**config.mk**
```make
export PLATFORM = sky130hd
export DESIGN_NAME = mem_port_arbiter
export DESIGN_NICKNAME = d
export VERILOG_FILES = /design/src/rtl/mem_port_arbiter_pkg.sv /design/src/rtl/mem_port_arbiter_tag_owner_table.sv /design/src/rtl/mem_port_arbiter.sv
export SDC_FILE = /design/constraint.sdc
export NUM_CORES = 1
export LEC_CHECK = 0
export BUFFER_PORTS_ARGS = -buffer_cell sky130_fd_sc_hd__buf_2
export CORE_AREA = 5 5 172 174
export CTS_CLUSTER_SIZE = 25
export DETAILED_ROUTE_END_ITERATION = 6
export DIE_AREA = 0 0 177 179
export PLACE_DENSITY_LB_ADDON = 0.08
export SLEW_MARGIN = 20
export SYNTH_ARGS = -nofsm -noshare
export SYNTH_HDL_FRONTEND = slang
export SYNTH_SLANG_ARGS = --single-unit
```
**constraint.sdc**
```tcl
create_clock -name clock -period 1.8 [get_ports clock]
set_input_delay 0 -clock clock [delete_from_list [all_inputs] [get_ports clock]]
set_output_delay 0 -clock clock [all_outputs]
set_load 0.02 [all_outputs]
```
**src/rtl/mem_port_arbiter_pkg.sv**
```systemverilog
// Shared memory-interface types and arbiter definitions for the icache/dcache memory port.
// The MEM_ARB_STARVE_EN build option is consumed by mem_port_arbiter.
package mem_port_arbiter_pkg;

  localparam int ADDR_W  = 32;
  localparam int BLOCK_W = 64;
  localparam int TAG_W   = 4;

  typedef logic [ADDR_W-1:0]  ADDR;
  typedef logic [BLOCK_W-1:0] MEM_BLOCK;
  typedef logic [TAG_W-1:0]   MEM_TAG;

  typedef enum logic [1:0] {
    MEM_NONE  = 2'h0,
    MEM_LOAD  = 2'h1,
    MEM_STORE = 2'h2
  } MEM_COMMAND;

  typedef enum logic {
    OWNER_I = 1'b0,
    OWNER_D = 1'b1
  } MEM_OWNER;

  typedef struct packed {
    logic     valid;
    MEM_OWNER owner;
  } MEM_OWNER_ENTRY;

  localparam int MEM_ARB_STARVE_LIMIT = 8;

endpackage

```
**src/rtl/mem_port_arbiter_tag_owner_table.sv**
```systemverilog
// Per-tag owner table: remembers which cache issued each outstanding load.
// Tag 0 is never allocated; a same-cycle allocation overrides the response clear.
module mem_tag_owner_table
  import mem_port_arbiter_pkg::*;
#(
  parameter int NUM_TAGS = 16
) (
  input  logic     clock,
  input  logic     reset,
  input  logic     alloc_en_i,
  input  MEM_TAG   alloc_tag_i,
  input  MEM_OWNER alloc_owner_i,
  input  MEM_TAG   rsp_tag_i,
  output logic     rsp_valid_o,
  output MEM_OWNER rsp_owner_o
);

  MEM_OWNER_ENTRY table_q [NUM_TAGS];
  MEM_OWNER_ENTRY table_d [NUM_TAGS];
  MEM_OWNER_ENTRY rsp_entry;

  // Response lookup against the registered table (old owner on a same-tag collision)
  always_comb begin
    rsp_entry   = table_q[rsp_tag_i];
    rsp_valid_o = (rsp_tag_i != {TAG_W{1'b0}}) && rsp_entry.valid;
    rsp_owner_o = rsp_entry.owner;
  end

  // Next-state table: allocation has precedence over the response clear
  always_comb begin
    for (int t = 0; t < NUM_TAGS; t++) begin
      if (alloc_en_i && (t != 0) && (alloc_tag_i == TAG_W'(t))) begin
        table_d[t] = '{valid: 1'b1, owner: alloc_owner_i};
      end else if (rsp_valid_o && (rsp_tag_i == TAG_W'(t))) begin
        table_d[t] = '{valid: 1'b0, owner: table_q[t].owner};
      end else begin
        table_d[t] = table_q[t];
      end
    end
  end

  // Table register with synchronous clear
  always_ff @(posedge clock) begin
    if (reset) begin
      for (int t = 0; t < NUM_TAGS; t++) begin
        table_q[t] <= '{valid: 1'b0, owner: OWNER_I};
      end
    end else begin
      table_q <= table_d;
    end
  end

endmodule

```
**src/rtl/mem_port_arbiter.sv**
```systemverilog
// Arbitrates the single memory port between icache and dcache and routes responses by tag.
// Define MEM_ARB_STARVE_EN to add the icache anti-starvation counter.
module mem_port_arbiter
  import mem_port_arbiter_pkg::*;
#(
  parameter int NUM_TAGS     = 16,
  parameter int STARVE_LIMIT = MEM_ARB_STARVE_LIMIT
) (
  input  logic       clock,
  input  logic       reset,
  input  MEM_COMMAND icache_command,
  input  ADDR        icache_addr,
  input  MEM_COMMAND dcache_command,
  input  ADDR        dcache_addr,
  input  MEM_BLOCK   dcache_data,
  input  MEM_TAG     mem2proc_transaction_tag,
  input  MEM_BLOCK   mem2proc_data,
  input  MEM_TAG     mem2proc_data_tag,
  output MEM_COMMAND proc2mem_command,
  output ADDR        proc2mem_addr,
  output MEM_BLOCK   proc2mem_data,
  output MEM_TAG     icache_transaction_tag,
  output MEM_TAG     dcache_transaction_tag,
  output MEM_TAG     icache_data_tag,
  output MEM_TAG     dcache_data_tag,
  output MEM_BLOCK   icache_data,
  output MEM_BLOCK   dcache_data_out,
  output logic       dcache_request
);

  logic       icache_req;
  logic       dcache_req;
  logic       starve_force;
  logic       grant_i;
  logic       grant_d;
  logic       alloc_en;
  MEM_TAG     rsp_tag;
  logic       rsp_valid;
  MEM_OWNER   rsp_owner;

  // Requests are ignored during reset so nothing is issued or allocated
  always_comb begin
    icache_req = !reset && (icache_command != MEM_NONE);
    dcache_req = !reset && (dcache_command != MEM_NONE);
    grant_d    = dcache_req && !starve_force;
    grant_i    = icache_req && !grant_d;
  end

`ifdef MEM_ARB_STARVE_EN
  localparam int CNT_W = $clog2(STARVE_LIMIT + 1);
  localparam logic [CNT_W-1:0] LIMIT = CNT_W'(STARVE_LIMIT);

  logic [CNT_W-1:0] starve_cnt_q;
  logic [CNT_W-1:0] starve_cnt_d;

  // A rejected icache grant holds the count so the icache keeps priority
  always_comb begin
    starve_force = icache_req && (starve_cnt_q == LIMIT);
    if (!icache_req) begin
      starve_cnt_d = {CNT_W{1'b0}};
    end else if (grant_i) begin
      starve_cnt_d = (mem2proc_transaction_tag != {TAG_W{1'b0}}) ? {CNT_W{1'b0}} : starve_cnt_q;
    end else if (starve_cnt_q == LIMIT) begin
      starve_cnt_d = starve_cnt_q;
    end else begin
      starve_cnt_d = starve_cnt_q + {{(CNT_W-1){1'b0}}, 1'b1};
    end
  end

  // Starvation counter register
  always_ff @(posedge clock) begin
    if (reset) begin
      starve_cnt_q <= {CNT_W{1'b0}};
    end else begin
      starve_cnt_q <= starve_cnt_d;
    end
  end
`else
  logic unused_starve_limit;

  assign starve_force        = 1'b0;
  assign unused_starve_limit = (STARVE_LIMIT != 0);
`endif

  // Memory command bus and accept-tag steering to the granted side
  always_comb begin
    proc2mem_command       = MEM_NONE;
    proc2mem_addr          = {ADDR_W{1'b0}};
    proc2mem_data          = {BLOCK_W{1'b0}};
    icache_transaction_tag = {TAG_W{1'b0}};
    dcache_transaction_tag = {TAG_W{1'b0}};
    if (grant_d) begin
      proc2mem_command       = dcache_command;
      proc2mem_addr          = dcache_addr;
      proc2mem_data          = (dcache_command == MEM_STORE) ? dcache_data : {BLOCK_W{1'b0}};
      dcache_transaction_tag = mem2proc_transaction_tag;
    end else if (grant_i) begin
      proc2mem_command       = icache_command;
      proc2mem_addr          = icache_addr;
      icache_transaction_tag = mem2proc_transaction_tag;
    end else begin
      proc2mem_command = MEM_NONE;
    end
    dcache_request = grant_d;
    alloc_en       = (proc2mem_command == MEM_LOAD) && (mem2proc_transaction_tag != {TAG_W{1'b0}});
  end

  assign rsp_tag = reset ? {TAG_W{1'b0}} : mem2proc_data_tag;

  mem_tag_owner_table #(
    .NUM_TAGS (NUM_TAGS)
  ) u_owner_table (
    .clock         (clock),
    .reset         (reset),
    .alloc_en_i    (alloc_en),
    .alloc_tag_i   (mem2proc_transaction_tag),
    .alloc_owner_i (grant_d ? OWNER_D : OWNER_I),
    .rsp_tag_i     (rsp_tag),
    .rsp_valid_o   (rsp_valid),
    .rsp_owner_o   (rsp_owner)
  );

  // Response routing to the recorded owner; data is broadcast outside reset
  always_comb begin
    icache_data_tag = (rsp_valid && (rsp_owner == OWNER_I)) ? rsp_tag : {TAG_W{1'b0}};
    dcache_data_tag = (rsp_valid && (rsp_owner == OWNER_D)) ? rsp_tag : {TAG_W{1'b0}};
    icache_data     = reset ? {BLOCK_W{1'b0}} : mem2proc_data;
    dcache_data_out = reset ? {BLOCK_W{1'b0}} : mem2proc_data;
  end

endmodule
```
==> results of run 1 <==
==> power groups by stage <==
stage / combinational, mW / sequential [mW] / clock, mW
2_1_floorplan: 0.775 / 0.686 / 0
3_3_place_gp: 1.31 / 0.689 / 0
3_5_place_dp: 1.30 / 0.688 / 0
4_1_cts: 1.33 / 0.674 / 0.941
5_1_grt: 1.42 / 0.674 / 0.970
6_report: 1.31 / 0.674 / 0.915
==> routing by layer <==
metal / GRT usage, % / routed length [um] / up-vias / share of wire (%)
met5: 0 / 21 / - / 0.096
met4: 2.13 / 307 / 4 / 1.4
met3: 2.47 / 1130 / 20 / 5.1
met2: 24.3 / 12200 / 174 / 56
met1: 14.3 / 8270 / 2133 / 38
li1: - / - / 2326 / -
==> how the worst max path moves through the flow <==
stage                              startpoint                   endpoint  depth (start not counted)  slack [ns]
floorplan            u_owner_table.table_q[1]         dcache_data_tag[1]                          5        0.06
global placement         mem2proc_data_tag[0]  u_owner_table.table_q[17]                          9        0.05
detailed placement       mem2proc_data_tag[0]  u_owner_table.table_q[17]                          9        0.01
CTS                  u_owner_table.table_q[8]         dcache_data_tag[0]                          7       -0.04
global route         u_owner_table.table_q[8]         dcache_data_tag[0]                          7       -0.12
finish              u_owner_table.table_q[10]         dcache_data_tag[0]                          7       0.009
==> cell usage after synthesis, types with 4 or more instances <==
cell type  count  share of area [%]
a211oi_1      11                2.4
a21oi_1       18                2.6
a22o_1        33                8.5
and2_1        68                 12
and3_1         5               0.92
buf_1          4               0.44
buf_4         65                 14
clkbuf_1      25                2.7
dfxtp_1       30                 18
inv_1          9               0.99
mux2i_1       10                2.9
nand2_1        9               0.99
nand2b_1      10                1.8
nor2_1        29                3.2
nor2b_1       70                 13
nor3_1         9                1.3
nor4_1         8                1.5
o21ai_0        9                1.3
o21bai_1       4               0.88
o31ai_1        4               0.88
or2_2          4               0.73
==> worst max-delay path: stages, from the launching register on <==
cell      delay [ns]
dfxtp_1         0.32
mux2i_1         0.15
nand2_1         0.07
a22o_1          0.19
a222oi_1        0.25
buf_4           0.22
and3b_1         0.19
buf_6           0.13
==> cell usage in the layout, fill, tap and decap left out, types with 3 or more instances in the layout <==
master	count
dfxtp_1	27
clkbuf_8	3
o21bai_1	4
buf_12	3
nand2_1	9
nor4_1	5
or2_2	4
nand2b_1	10
o31ai_1	4
nor3b_1	3
or4_1	3
o21ai_0	9
dfxtp_2	3
nor3_1	6
nand3_1	3
buf_6	8
a211oi_1	10
a22o_1	33
buf_2	439
nor2_1	28
buf_4	31
nor4_2	3
clkbuf_16	5
nor2b_1	70
mux2i_1	10
a21oi_1	16
inv_1	9
and3_4	3
o2111ai_1	3
and2_1	68
==> cells by family (layout without fill, tap and decap cells) <==
| logic type | count (synthesis) | after routing | synth area share [%] |
|---|---|---|---|
| AND/OR/NAND/NOR | 228 | 228 | 39.0 |
| buffers and inverters | 107 | 498 | 19.2 |
| AO/OA/AOI/OAI | 95 | 95 | 20.9 |
| flip-flops | 30 | 30 | 17.6 |
| multiplexers | 11 | 11 | 3.26 |
==> what timing repair did <==
| action | 4_1_cts | 5_1_grt |
|---|---|---|
| gates resized for setup | 26 | 9 |
| setup buffers | 2 | 1 |
| endpoints found under the hold margin | 0 | 0 |
| hold buffers | 0 | 0 |
| gates cloned | 0 | 0 |
| pin swaps | 7 | 1 |
| endpoints found under the setup margin | 8 | 10 |
==> per-stage QoR <==
stage | power, mW | instance area (um^2) | hold slack, ns | util [%] | TNS (ns)
4_1_cts | 2.94 | 6060 | 0.0668 | 21.9 | -0.0753
3_3_place_gp | 2.00 | 5790 | 0.322 | 20.9 | 0
2_1_floorplan | 1.46 | 3420 | 0.172 | - | 0
5_1_grt | 3.06 | 6100 | 0.0952 | 22.1 | -0.799
6_report | 2.90 | 6100 | 0.0733 | 22.1 | 0
3_5_place_dp | 1.98 | 5790 | 0.321 | 20.9 | 0
==> final cells by class <==
type	instances	area (um^2)
fillers	3213	21500
repair buffers	481	2580
multi-input cells	334	2240
flip-flops and latches	30	604
well taps	378	473
clock buffers	8	166
inverters	9	33.8
==> summary.md, run 1 <==
| Metric | Value |
|---|---|
| Seq cells post-synth | 30 |
| Initial antenna violation count | 4 |
| # setup viols final | 0 |
| Post-DP HPWL | around 19000 um |
| CTS root buf | clkbuf_16 |
| Buffers on Ports | about 450 |
| Final wirelength | 22000 um |
| CP Launch Type | register |
| DR vias/cell | 3.76 |
| Maximum vdd ir drop | approximately 0.27 mV |
| Type of destination of the critical path | primary output |
| Most flop-heavy register | u_owner_table.table_q |
| Mean post-synth cell area | 7.25 um^2 |
| Total die area | 0.0317 mm^2 |
| Status | complete, no violations |
| H-tree level count | 2 |
| CTS tree | yes |
| Share of power burned in registers | 23.2% |
| Core footprint | 0.0276 mm^2 |
| Post-synthesis async set-or-reset flop share | 0% |
| Fmax | roughly 560 MHz |
| DRC viols | 0 |
| Clock Power Share | 31.5% |
| Largest regs | u_owner_table.table_q x30 |
| Reg2reg path depth | 7 |
| Final period util | 99.5% |
| Mapped Area | 0.00342 mm^2 |
| Post-layout min period | 1.79 ns |
| Max-Cap Viols | 0 |
| Clock Latency Late Sink | 0.27 ns |
| Leak | approximately 3.3 nW |
| Reg2reg start | u_owner_table.table_q[3] |
| Total global-route track usage | roughly an eighth |
| Die X-Extent | between 150 and 200 um |
| Final Non-Filler Cells | 1240 |
| Final hold vios | 0 |
| Main flop type after synthesis | dfxtp_1 |
| GRT overflow | 0 |
| Initial drt markers | around 190 |
| Post-synth EDFFs | 0 |
| P&R area growth vs syn | 78.6% |
| Hold Crit Start | reset |
| Setup ws final | 0.00873 ns |
| RePlAce Congestion | between 0.8 and 0.9 |
| Routed Antenna Nets | 0 |
| Placement Setup Slack | 0.0112 ns |
| Min-Delay Path Class | in -> reg |
| First-pass GRT wire length | slightly above 30000 um |
| Yosys warnings | 0 |
| Slew Limit Headroom | 54.9% |
| WL per Instance | 17.7 um |
| Final Max Tran Viols | 0 |
| Diodes inserted | 0 |
| Synth cell types | between 40 and 50 |
| Placed Cells | 1229 |
| Hold depth | 2 |
| RSZ-0062 raised after global routing | true |
| Clock Tree Buf Depth | 2 |
| Nets | about 1100 |
| Initial cell density of the core | around an eighth |
| Detailed-router iteration count before antenna repair | 4 |
| Worst Path Required | 1.80 ns |
| Psw | 1.08 mW |
| Layout cells sized above 1 | 59.9% |
| Number of top-level pins | between 400 and 500 |
| Switching share of power | 37.1% |
| Worst setup path category | reg -> out |
| Int Pwr | approximately 1.8 mW |
| Total CTS buffers | 5 |
| CTS sink cnt | 30 |
| Comb pwr share | 45.3% |
| WP data arrival | roughly 1.8 ns |
| Height of the die | 179 um |
| Clock-pin slew on the worst setup and hold paths | 0.05 ns |
| Pwr Density | 476 mW/mm^2 |
| R2R Path End | u_owner_table.table_q[19] |
| Number of flip-flops in the largest register | 30 |
| Clock skew | about 0.0042 ns |
| Largest net degree at the start of global routing | 66 |
| Seq/Total Area, Yosys | 17.6% |
| Worst-Margin Slew | 0.677 ns |
| Mapped Cells | approximately 470 |
| Hold endpoint | u_owner_table.table_q[21] |
| R2r setup slk | about 0.080 ns |
| Worst Path Max Fanout | 8 |
| Syn Nets | between 600 and 700 |
| Via Count | 4657 |
| Vias in the first global route | 4683 |
| Row count | 61 |
(Power assumes the default switching activity.)
==> run 2, diff against run 1 <==
--- a/config.mk
+++ b/config.mk
@@ -10,6 +10,7 @@
 export CTS_CLUSTER_SIZE = 25
 export DETAILED_ROUTE_END_ITERATION = 6
 export DIE_AREA = 0 0 177 179
+export MAX_ROUTING_LAYER = met4
 export PLACE_DENSITY_LB_ADDON = 0.08
 export SLEW_MARGIN = 20
 export SYNTH_ARGS = -nofsm -noshare
==> summary.md, run 2 (synthesized netlist as in run 1, its figures left out) <==
| Metric | Value |
|---|---|
| Most frequent cells in the layout | buf_2, nor2b_1, and2_1 |
| Leak | 3.34 nW (about the same) |
| Row count | 61 (unchanged) |
| Worst setup path category | reg -> out |
| Psw | 1.08 mW (about the same) |
| Final TNS setup | 0 ns (unchanged) |
| Clock Latency Late Sink | 0.27 ns (about the same) |
| CTS tree | yes |
| Type of destination of the critical path | primary output |
| CTS root buf | clkbuf_16 |
| Met1 Wirelength | 8430 um (+1.9%) |
| Final wirelength | 21900 um (-0.10%) |
| Fmax | 558 MHz (about the same) |
| WP data arrival | 1.79 ns (about the same) |
| Buffers on Ports | 448 (unchanged) |
| Met2 wire length | 12300 um (+0.57%) |
| Min-Delay Path Class | in -> reg |
| Final period util | 99.6% (about the same) |
| RePlAce Congestion | 0.821 (+1.5%) |
| DR vias/cell | 3.76 (+0.22%) |
| Worst Path Max Fanout | 8 (unchanged) |
| Max-Cap Viols | 0 (unchanged) |
| Initial cell density of the core | 12.4% (unchanged) |
| Finished Core Util | 22.1% (about the same) |
| WL per Instance | 17.7 um (-0.26%) |
| Post-layout min period | 1.79 ns (+0.000795 ns) |
| Via Count | 4675 (+0.39%) |
| Maximum vdd ir drop | 0.266 mV (-0.12%) |
| Comb pwr share | 45.3% (about the same) |
| Slew Limit Headroom | 54.9% (about the same) |
| Routed Antenna Nets | 0 (unchanged) |
| Detailed-router iteration count before antenna repair | 4 (unchanged) |
| Final Max Tran Viols | 0 (unchanged) |
| Int Pwr | 1.83 mW (about the same) |
| Share of power burned in registers | 23.2% (about the same) |
| Most common cell after layout, fill and taps aside | buf_2 |
| CTS sink cnt | 30 (unchanged) |
| P&R area growth vs syn | 78.8% (about the same) |
| H-tree level count | 2 (unchanged) |
| WHS | 0.0697 ns (-0.00361 ns) |
| Met3 Wirelength | 929 um (-18%) |
| CP Launch Type | register |
| # setup viols final | 0 (unchanged) |
| Die X-Extent | 177 um (unchanged) |
| Switching share of power | 37.1% (about the same) |
| Height of the die | 179 um (unchanged) |
| Initial drt markers | 183 (-5.2%) |
| Reg2reg start | u_owner_table.table_q[3] |
| Crit path from | u_owner_table.table_q[12] |
| Worst-Margin Slew | 0.676 ns (-0.000746 ns) |
| Clock-pin slew on the worst setup and hold paths | 0.05 ns (about the same) |
| Clock Power Share | 31.5% (about the same) |
| Layout cells sized above 1 | 59.9% (unchanged) |
| Nets | 1067 (unchanged) |
| Core footprint | 0.0276 mm^2 (unchanged) |
| RSZ-0062 raised after global routing | true |
| Status | complete, no violations |
| Post-layout total power | 2.90 mW (about the same) |
| Total die area | 0.0317 mm^2 (unchanged) |
| Most flop-heavy register | u_owner_table.table_q |
| DRC viols | 0 (unchanged) |
| Post-CTS Hold Fix Bufs | 0 (unchanged) |
| Final hold vios | 0 (unchanged) |
| Number of top-level pins | 449 (unchanged) |
| Total global-route track usage | 12.9% (+0.36 points) |
| Largest net degree at the start of global routing | 66 (unchanged) |
| Final Non-Filler Cells | 1242 (+0.16%) |
| Initial antenna violation count | 4 (unchanged) |
| Number of flip-flops in the largest register | 30 (unchanged) |
| Pwr Density | 476 mW/mm^2 (about the same) |
| Total CTS buffers | 5 (unchanged) |
| Hold Crit Start | reset |
| Clock skew | 0.00420 ns (-0.0000468 ns) |
| Vias in the first global route | 4705 (+0.47%) |
| Worst Path Required | 1.80 ns (about the same) |
| Largest regs | u_owner_table.table_q x30 |
| Post-DP HPWL | 19200 um (unchanged) |
| GRT overflow | 0 (unchanged) |
| Placed Cells | 1229 (unchanged) |
| First-pass GRT wire length | 30200 um (-0.23%) |
| Highest routed layer | met4 |
| Clock Tree Buf Depth | 2 (unchanged) |
-- run 2: power by group through the flow --
stage / clock network, mW / logic, mW / registers (mW)
final: 0.915 / 1.32 / 0.674
after global routing: 0.970 / 1.42 / 0.674
after CTS: 0.941 / 1.33 / 0.674
after detailed placement: 0 / 1.30 / 0.688
after global placement: 0 / 1.31 / 0.689
after floorplan: 0 / 0.775 / 0.686
-- run 2: per-stage QoR --
stage	area, um^2	worst slack, ns
2_1_floorplan	3420	0.0576
3_3_place_gp	5790	0.0463
3_5_place_dp	5790	0.0112
4_1_cts	6060	-0.0353
5_1_grt	6110	-0.121
6_report	6110	0.00793
-- run 2: area by class of cell --
| class | count | area (um^2) |
|---|---|---|
| fill | 3212 | 21500 |
| timing repair buffer | 481 | 2580 |
| multi-input combinational | 334 | 2240 |
| sequential | 30 | 604 |
| tap | 378 | 473 |
| clock buffer | 8 | 166 |
| inverter | 9 | 33.8 |
| antenna | 2 | 5.00 |
-- run 2: what timing repair did --
| item | 4_1_cts | 5_1_grt |
|---|---|---|
| setup buffers | 2 | 1 |
| gates resized for setup | 26 | 9 |
| pin swaps | 7 | 1 |
| endpoints found under the setup margin | 8 | 10 |
-- run 2: routing by layer --
layer  vias to the layer above  track usage [%]
met5                         -                -
met2                       172             24.3
met1                      2160             14.6
li1                       2329                -
met4                         0             2.13
met3                        14             1.83
-- run 2: final timing paths --
path,end,slack (ns),cells after the start
max,dcache_data_tag[0],0.008,6
min,u_owner_table.table_q[21],0.07,2
max reg2reg,u_owner_table.table_q[19],0.08,7
min reg2reg,u_owner_table.table_q[0],0.46,2
-- run 2: critical path, stage by stage (launching register included) --
cell and delay, ns:
dfxtp_2 0.33, o221a_1 0.24, a22o_1 0.17, a222oi_1 0.25, buf_4 0.22, and3b_1 0.19
buf_6 0.13
